### src/rtl/bf_stage_ctrl.sv
`default_nettype none
// ==========================================================================
// bf_stage_ctrl : control sequencer for one radix-2 parallel butterfly stage
// Rev 1.0
// ==========================================================================
module bf_stage_ctrl #(
  parameter int NUM_BLK   = 32,
  parameter int PIPE_LAT  = 2,
  parameter int SEL_WIDTH = 2
) (
  input  logic                 clk,
  input  logic                 rstn,
  input  logic                 din_valid,
  input  logic                 err_clr,
  output logic                 in_sel,
  output logic                 out_sel,
  output logic [SEL_WIDTH-1:0] fac_sel,
  output logic                 dout_en,
  output logic                 busy,
  output logic                 frame_done,
  output logic                 err_gap,
  output logic                 err_overrun
);

  localparam int CNT_W = $clog2(NUM_BLK + PIPE_LAT + 2);
  localparam logic [CNT_W-1:0] C_ONE       = CNT_W'(1);
  localparam logic [CNT_W-1:0] C_CNT_MAX   = '1;
  localparam logic [CNT_W-1:0] C_LAST_BEAT = CNT_W'(NUM_BLK - 1);
  localparam logic [CNT_W-1:0] C_WIN_FIRST = CNT_W'(PIPE_LAT + 1);
  localparam logic [CNT_W-1:0] C_WIN_LAST  = CNT_W'(PIPE_LAT + NUM_BLK);

  typedef enum logic [1:0] {
    ST_IDLE  = 2'd0,
    ST_FILL  = 2'd1,
    ST_DRAIN = 2'd2
  } state_t;

  state_t           r_state;
  logic [CNT_W-1:0] r_cnt;
  logic [CNT_W-1:0] w_cnt_nxt;
  logic             w_in_win;

  // r_cnt is the cycle offset from beat 0; outputs are computed for the next cycle
  assign w_cnt_nxt = (r_cnt == C_CNT_MAX) ? r_cnt : r_cnt + C_ONE;
  assign w_in_win  = (w_cnt_nxt >= C_WIN_FIRST) && (w_cnt_nxt <= C_WIN_LAST);

  always_ff @(posedge clk) begin
    if (!rstn) begin
      r_state     <= ST_IDLE;
      r_cnt       <= '0;
      in_sel      <= 1'b0;
      out_sel     <= 1'b0;
      fac_sel     <= '0;
      dout_en     <= 1'b0;
      busy        <= 1'b0;
      frame_done  <= 1'b0;
      err_gap     <= 1'b0;
      err_overrun <= 1'b0;
    end else begin
      err_gap     <= err_gap & ~err_clr;
      err_overrun <= err_overrun & ~err_clr;
      frame_done  <= 1'b0;
      case (r_state)
        ST_IDLE: begin
          out_sel <= 1'b0;
          fac_sel <= '0;
          dout_en <= 1'b0;
          if (din_valid) begin
            r_state <= ST_FILL;
            r_cnt   <= w_cnt_nxt;
            in_sel  <= 1'b1;
            busy    <= 1'b1;
          end else begin
            r_cnt  <= '0;
            in_sel <= 1'b0;
            busy   <= 1'b0;
          end
        end
        ST_FILL, ST_DRAIN: begin
          if (r_state == ST_FILL && !din_valid) begin
            r_state <= ST_IDLE;
            r_cnt   <= '0;
            in_sel  <= 1'b0;
            out_sel <= 1'b0;
            fac_sel <= '0;
            dout_en <= 1'b0;
            busy    <= 1'b0;
            err_gap <= 1'b1;
          end else begin
            r_cnt   <= w_cnt_nxt;
            dout_en <= w_in_win;
            // output index j = next - first; j even selects the add path
            out_sel <= w_in_win & ~(w_cnt_nxt[0] ^ C_WIN_FIRST[0]);
            fac_sel <= w_in_win ? SEL_WIDTH'(w_cnt_nxt - C_WIN_FIRST) : '0;
            busy    <= (w_cnt_nxt <= C_WIN_LAST);
            if (r_state == ST_FILL) begin
              if (r_cnt == C_LAST_BEAT) begin
                r_state <= ST_DRAIN;
                in_sel  <= 1'b0;
              end else begin
                in_sel <= ~in_sel;
              end
            end else begin
              in_sel <= 1'b0;
              if (din_valid) err_overrun <= 1'b1;
              if (r_cnt == C_WIN_LAST) begin
                r_state    <= ST_IDLE;
                r_cnt      <= '0;
                frame_done <= 1'b1;
              end
            end
          end
        end
        default: begin
          r_state <= ST_IDLE;
          r_cnt   <= '0;
        end
      endcase
    end
  end

endmodule
`default_nettype wire

### config.mk
export PLATFORM = sky130hd
export DESIGN_NAME = bf_stage_ctrl
export DESIGN_NICKNAME = d
export VERILOG_FILES = /design/src/rtl/bf_stage_ctrl.sv
export SDC_FILE = /design/constraint.sdc
export NUM_CORES = 1
export LEC_CHECK = 0
export CAP_MARGIN = 20
export CORE_MARGIN = 2
export CORE_UTILIZATION = 44
export DETAILED_ROUTE_END_ITERATION = 8
export GPL_ROUTABILITY_DRIVEN = 0
export PLACE_DENSITY = 0.65
export RECOVER_POWER = 100
export SLEW_MARGIN = 15
export SYNTH_ARGS = -nofsm -noshare
export SYNTH_HDL_FRONTEND = slang
export SYNTH_SLANG_ARGS = --single-unit
### constraint.sdc
create_clock -name clk -period 3 [get_ports clk]
set_input_delay 0.6 -clock clk [delete_from_list [all_inputs] [get_ports clk]]
set_output_delay 0.6 -clock clk [all_outputs]
set_load 0.01 [all_outputs]
==> results.yml, run 1 <==
timing:
  setup_tns_ps: 0
  max_freq_mhz: 395
  hold_viol_final: 0
  fin_crit_sh_pct: 84.3
  setup_viol: 0
  worst_slew_pin_slew_ps: 757
  slew_headroom_pct: 49.0
  rsz0062_at_grt: "false"
  slew_violations: 0
  finalCriticalPeriod_ps: 2530
  fin_worst_skew_ps: 1.80
placement:
  io_buffers: 12
  placed_area_um2: 1060
  place_inst: 144
  dp_hpwl_um: 1350
power_and_ir_drop:
  leakage_uw: 0.000435
  powerDensity_nw_per_um2: 501
  vdd_drop_max_mv: 0.303
clock_network:
  cts_buffers: 3
  cts.sinks: 17
  cts_resized: 0
  clk_path_buf_depth: 2
  hold_buffers: 0
  postCtsSetupBuffers: 0
  clk_latency_ps: 280
  cts_tree: "built"
  cts_root_buf: "clkbuf_4"
  clkTransAtPathRegs_ps: 90
  htree_levels: 1
routing:
  first_iter_violations: 22
  wl_per_cell_um: 12.9
  wl_um: 1900
  drt_first_pass_iters: 4
  detail-route-antenna-nets: 0
  route.detailed.drc: 0
  viasPerCell: 5.53
  via_count: 819
global_route:
  groute.usage.overall_pct: 17.3
  grt_max_degree: 14
  grt_pass1_vias: 730
  grt_pass1_wl_um: 3310
  antenna_found_initial: 0
  overflow: 0
logic_synthesis:
  yosysWarningCount: 0
  netlist_instances: 110
  async_flop_share_pct: 0
  synth_edf_count: 0
  syn_nets: 121
  ys.flop_type: "dfxtp_1"
  ys_seq_area_share_pct: 36.3
  synth_area_um2: 938
  ys_ff_latch: 17
  avgSynthCellArea_um2: 8.53
  synth_cell_types: 39
floorplan:
  die_w_um: 50.2
  dieHeight_um: 50.2
  ios: 13
  core_area_um2: 1980
  die_area_um2: 2520
  initial_core_util_pct: 47.3
  rows: 16
final_layout:
  area_delta_synth_final_pct: 14.9
  drive_gt1_share_pct: 4.96
  multi_input_area_um2: 517
  fillCellCount: 189
  fin_cells: 148
  stdcell_area_um2: 1080
  diodes: 0
  seqCellArea_um2: 340
  final_common_cell: "dfxtp_1"
  mostFrequentLayoutCells: "dfxtp_1 (17), inv_1 (11), a21oi_1 (10), dlygate4sd3_1 (10)"
  fin_nets: 133
worst_setup_path:
  critPathRequiredTime_ps: 3170
  crit_type: "reg2reg"
  cp_max_fo: 8
  endpoint_kind: "register"
  startpoint_type: "register"
  cp.arrival_ps: 2700
flow_run:
  max_cap_violations: 0
min_path:
  worstHoldPathType: "reg2reg"
outcome:
  status: "finished, final reports clean"
## layer usage
| layer | GRT usage [%] | part of all wire [%] | vias up |
|---|---|---|---|
| li1 | - | - | 414 |
| met1 | 23.6 | 50 | 379 |
| met2 | 26.1 | 45 | 24 |
| met3 | 3.87 | 4.6 | 2 |
| met4 | 6.94 | 1.0 | 0 |
| met5 | 0 | 0 | - |
## area by class of cell
class,count,area share (%)
clock buffers,4,2.44
inverters,11,3.83
flip-flops and latches,17,31.6
multi-input cells,77,47.9
repair buffers,12,11.1
well taps,27,3.13
## worst paths after layout
check            from    endpoint  slack (ps)  depth (start not counted)
max          r_cnt[1]  fac_sel[0]         470                          8
min           out_sel     out_sel         470                          2
max reg2reg  r_cnt[1]  fac_sel[0]         470                          8
min reg2reg   out_sel     out_sel         470                          2
## cells in the mapped netlist, types with 3 or more instances
master / n / share of area (%)
nor3_1: 5 / 2.7
inv_1: 11 / 4.4
nand3_1: 6 / 3.2
nor2_1: 7 / 2.8
ha_1: 7 / 9.3
nand2_1: 6 / 2.4
o21ai_0: 3 / 1.6
o41ai_1: 3 / 2.8
dfxtp_1: 17 / 36
a21oi_1: 10 / 5.3
## per-stage QoR
step	util [%]	worst slack [ps]	total power, uW	hold WS (ps)
after floorplan	-	849	377	465
after global placement	53.3	679	424	462
after detailed placement	53.3	566	427	465
after CTS	54.7	551	550	485
after global routing	54.4	210	585	512
final	54.4	470	541	474
## flip-flops by register name (all words and copies together), names as in the netlist
name,count
r_state,2
r_cnt,6
busy,1
dout_en,1
err_overrun,1
in_sel,1
err_gap,1
fac_sel,2
frame_done,1
out_sel,1
## power breakdown
part / switching, uW / total, uW / internal (uW)
sequential: 16.2 / 260 / 244
clock: 69.2 / 121 / 51.6
combinational: 92.4 / 160 / 67.6
## logic make-up (layout without fill, tap and decap cells)
| family | count (synthesis) | count (layout) | share of synthesized area [%] |
|---|---|---|---|
| compound gates | 30 | 30 | 22.0 |
| simple gates | 37 | 37 | 21.5 |
| xor+xnor | 3 | 3 | 2.80 |
| buf+inv | 16 | 27 | 8.13 |
| fa+ha+maj | 7 | 7 | 9.33 |
| flops | 17 | 17 | 36.3 |
## worst max-delay path: stages, from the launching register on
cell	delay, ps
dfxtp_1	450
ha_1	290
nand3_1	160
or2_0	400
xnor2_1	290
inv_1	90
ha_1	200
nor3_1	400
o41ai_1	130
(Power assumes the default switching activity.)
==> inputs of run 2 (changes only) <==
- clock period: 3 -> 2.5 ns (I/O delays scaled with it)
==> run 2 against run 1 <==
Compared with the run above: combinational power grew 23%; global-route usage fell by 0.083 points; utilization increased by 1.2 points; total power increased by 21%; largest power group unchanged; critical path depth unchanged.
==> results.yml, run 2 (synthesized netlist as in run 1, its figures left out) <==
power_and_ir_drop:
  leakage_uw: 0.000439
  vdd_drop_max_mv: 0.335
  powerDensity_nw_per_um2: 595
  total_power_uw: 656
routing:
  detail-route-antenna-nets: 0
  route.detailed.drc: 0
  wl_um: 1900
  viasPerCell: 5.43
  via_count: 814
  first_iter_violations: 16
  drt_first_pass_iters: 3
  wl_per_cell_um: 12.7
outcome:
  status: "finished, final reports clean"
timing:
  setup_viol: 0
  worst_slack_ps: 221
  setup_tns_ps: 0
  fin_crit_sh_pct: 91.2
  hold_viol_final: 0
  fin_worst_skew_ps: 8.82
  holdWs_ps: 484
  slew_headroom_pct: 73.3
  slew_violations: 0
  finalCriticalPeriod_ps: 2280
  max_freq_mhz: 439
  worst_slew_pin_slew_ps: 399
  rsz0062_at_grt: "false"
floorplan:
  initial_core_util_pct: 47.3
  die_w_um: 50.2
  rows: 16
  dieHeight_um: 50.2
  die_area_um2: 2520
  ios: 13
  core_area_um2: 1980
worst_setup_path:
  endpoint_kind: "register"
  cp_max_fo: 8
  crit_path_end: "fac_sel[0]"
  critPathTopFamily: "simple AND/OR/NAND/NOR gates"
  cp.arrival_ps: 2450
  reg2reg_slack_ps: 220
  critical_path_depth: 8
  rr_worst_depth: 8
  critPathRequiredTime_ps: 2670
  timing.critical_path.from: "r_cnt[0]"
  r2r-end: "fac_sel[0]"
  cpPeakStageDelay_ps: 450
  reg2reg_from: "r_cnt[0]"
  path_buf_inv: 1
  startpoint_type: "register"
  crit_chain: "ha_2 > nand3_2 > or2_1 > xnor2_1 > inv_1 > ha_1 > nor3_2 > o41ai_1"
  crit_type: "reg2reg"
  cp_slowest_cell: "dfxtp_1"
final_layout:
  fin_util_pct: 55.6
  mostFrequentLayoutCells: "dfxtp_1 (17), inv_1 (11), a21oi_1 (10)"
  regMostFlops: "r_cnt"
  largest_register_ffs: 6
  final_common_cell: "dfxtp_1"
  drive_gt1_share_pct: 8.13
  diodes: 0
  reg_top3: "r_cnt x6, fac_sel x2, r_state x2"
  fin_nets: 135
  area_delta_synth_final_pct: 17.5
clock_network:
  cts_root_buf: "clkbuf_4"
  clk_latency_ps: 290
  postCtsSetupBuffers: 0
  cts.sinks: 17
  cts_tree: "built"
  htree_levels: 1
  hold_buffers: 0
  cts_buffers: 3
  clkTransAtPathRegs_ps: 90
  clk_path_buf_depth: 2
global_route:
  grt_pass1_wl_um: 3340
  antenna_found_initial: 0
  overflow: 0
  grt_max_degree: 13
  grt_pass1_vias: 751
  groute.usage.overall_pct: 17.2
flow_run:
  max_cap_violations: 0
min_path:
  worstHoldPathType: "reg2reg"
  hold_start: "out_sel"
placement:
  io_buffers: 12
  pre_cts_ws_ps: 79.6
  dp_hpwl_um: 1390
[run 2: worst min-delay path by stage]
stage | end | slack, ps | cells past startpoint
floorplan | r_state[1] | 470 | 2
global placement | out_sel | 460 | 2
detailed placement | fac_sel[1] | 470 | 2
CTS | out_sel | 490 | 2
global route | out_sel | 530 | 2
finish | out_sel | 480 | 2
[run 2: final cells by class]
class,count,area [um2]
inverters,11,41.3
multi-input cells,77,529
fillers,185,880
clock buffers,4,26.3
flip-flops and latches,17,340
repair buffers,14,131
well taps,27,33.8
[run 2: where the power goes]
group          internal (uW)  leakage (uW)  switching, uW
Combinational           86.0      0.000285            111
Clock                   61.9     0.0000150           84.6
Sequential               292      0.000138           19.4
[run 2: repair_timing]
action                                  4_1_cts  5_1_grt
resized for setup                             0        2
endpoints found under the setup margin        0        4
endpoints found under the hold margin         0        0
[run 2: through the flow]
step	area, um2	instances
after detailed placement	1070	146
after CTS	1100	150
final	1100	150
after floorplan	938	110
after global routing	1100	150
after global placement	1070	146
[run 2: worst register-to-register path, cell delays in order, from the launching register on]
cell and delay, ps:
dfxtp_1 450, ha_2 270, nand3_2 120, or2_1 350, xnor2_1 270, inv_1 90, ha_1 210, nor3_2 290
o41ai_1 120
[run 2: metal layers]
layer / up-vias / track usage [%] / wire (um)
li1: 421 / - / -
met1: 380 / 25.0 / 990
met2: 11 / 25.7 / 830
met3: 2 / 2.98 / 61
met4: 0 / 5.56 / 15
met5: - / 0 / 0
==> inputs of run 3 (changes only) <==
- CTS_CLUSTER_DIAMETER: unset -> 60
- MAX_ROUTING_LAYER: unset -> met4
- PLACE_DENSITY: 0.65 -> 0.66
==> run 3 against run 2 <==
Compared with the run above: clock skew down 7.9 ps; setup slack worse by 30 ps; final cell count unchanged; wire length decreased by 1.4%; sequential share of layout area up 0.070 points; utilization decreased by 0.13 points; sequential power hardly changed; via count grew 1.5%; largest power group unchanged.
==> results.yml, run 3 (synthesized netlist as in run 1, its figures left out) <==
timing:
  fin_worst_skew_ps: 0.926
  rsz0062_at_grt: "false"
  setup_viol: 0
  fin_crit_sh_pct: 92.4
  holdWs_ps: 479
  hold_viol_final: 0
  slew_violations: 0
  slew_headroom_pct: 74.1
  finalCriticalPeriod_ps: 2310
  worst_slew_pin_slew_ps: 386
  max_freq_mhz: 433
  setup_tns_ps: 0
  worst_slack_ps: 191
placement:
  pre_cts_ws_ps: 96.8
  place_inst: 146
  dp_hpwl_um: 1400
  io_buffers: 12
worst_setup_path:
  startpoint_type: "register"
  cp_slowest_cell: "dfxtp_1"
  crit_type: "reg2reg"
  cpPeakStageDelay_ps: 450
  endpoint_kind: "register"
  crit_chain: "ha_1 > nand3_2 > or2_1 > xnor2_1 > inv_1 > ha_1 > inv_1 > o41ai_1"
  cp_max_fo: 8
  cp.arrival_ps: 2500
  critPathRequiredTime_ps: 2690
  rr_worst_depth: 8
routing:
  wl_per_cell_um: 12.5
  first_iter_violations: 22
  drt_first_pass_iters: 4
  via_count: 826
  route.detailed.drc: 0
  viasPerCell: 5.51
  wl_um: 1870
  detail-route-antenna-nets: 0
global_route:
  grt_max_degree: 13
  groute.usage.overall_pct: 17.8
  grt_pass1_wl_um: 3310
  grt_pass1_vias: 751
  antenna_found_initial: 0
  overflow: 0
final_layout:
  reg_top3: "r_cnt x6, fac_sel x2, r_state x2"
  fin_cells: 150
  area_delta_synth_final_pct: 17.2
  largest_register_ffs: 6
  regMostFlops: "r_cnt"
  mostFrequentLayoutCells: "dfxtp_1 (17), inv_1 (11), a21oi_1 (10)"
  final_common_cell: "dfxtp_1"
  drive_gt1_share_pct: 7.32
  diodes: 0
  fin_nets: 135
clock_network:
  cts_root_buf: "clkbuf_4"
  clk_path_buf_depth: 2
  cts_tree: "built"
  cts_resized: 0
  clkTransAtPathRegs_ps: 100
  clk_latency_ps: 280
  cts_buffers: 3
  postCtsSetupBuffers: 0
  cts.sinks: 17
  htree_levels: 1
  hold_buffers: 0
power_and_ir_drop:
  p_seq_share_pct: 47.5
  switchingPower_uw: 213
  combPwrFrac_pct: 30.1
  powerDensity_nw_per_um2: 595
  leakage_uw: 0.000441
  vdd_drop_max_mv: 0.324
  power.internal_uw: 441
  swShare_pct: 32.6
  clockPowerShare_pct: 22.4
floorplan:
  dieHeight_um: 50.2
  initial_core_util_pct: 47.3
  core_area_um2: 1980
  die_area_um2: 2520
  rows: 16
  ios: 13
  die_w_um: 50.2
min_path:
  worstHoldPathType: "reg2reg"
  hold_depth: 2
flow_run:
  max_cap_violations: 0
outcome:
  status: "finished, final reports clean"
==> run 3: cell counts in the layout (fill, tap and decap cells not counted) <==
Identical to the previous run, type by type.
==> run 3: final cells by class <==
| cell class | count | area, um2 |
|---|---|---|
| inverter | 11 | 41.3 |
| multi-input combinational | 77 | 527 |
| clock buffer | 4 | 26.3 |
| tap | 27 | 33.8 |
| timing repair buffer | 14 | 131 |
| sequential | 17 | 340 |
| fill | 198 | 882 |
==> run 3: path summary, 6_finish.rpt <==
path	start	end	slack (ps)
setup / recovery	r_cnt[0]	fac_sel[1]	190
hold / removal	out_sel	out_sel	480
setup reg to reg	r_cnt[0]	fac_sel[1]	190
hold reg to reg	out_sel	out_sel	480
==> run 3: through the flow <==
stage | cell area, um2 | util, % | total power [uW]
floorplan | 938 | - | 452
global placement | 1070 | 54.1 | 515
detailed placement | 1070 | 54.1 | 517
CTS | 1100 | 55.4 | 666
global route | 1100 | 55.5 | 704
finish | 1100 | 55.5 | 654
==> run 3: critical path, delay by kind of cell, from the launching register on <==
kind,cells,cell delay (ps)
AOI/OAI and AO/OA,1,320
xor gates and xnor gates,1,260
adders and majority gates,2,580
buffers and inverters,2,120
DFF,1,450
and+or+nand+nor,2,470
==> run 3: per-layer routing <==
layer,track usage (%),vias up,part of all wire (%)
met5,-,-,0
met4,8.33,0,0.64
met2,25.9,18,43
li1,-,422,-
met3,3.57,2,4.5
met1,23.6,384,51
==> run 3: power groups by stage <==
stage | Combinational, uW | Sequential (uW) | Clock (uW)
CTS | 201 | 311 | 154
global route | 225 | 315 | 164
global placement | 198 | 317 | 0
finish | 197 | 311 | 146
detailed placement | 200 | 318 | 0
floorplan | 134 | 319 | 0
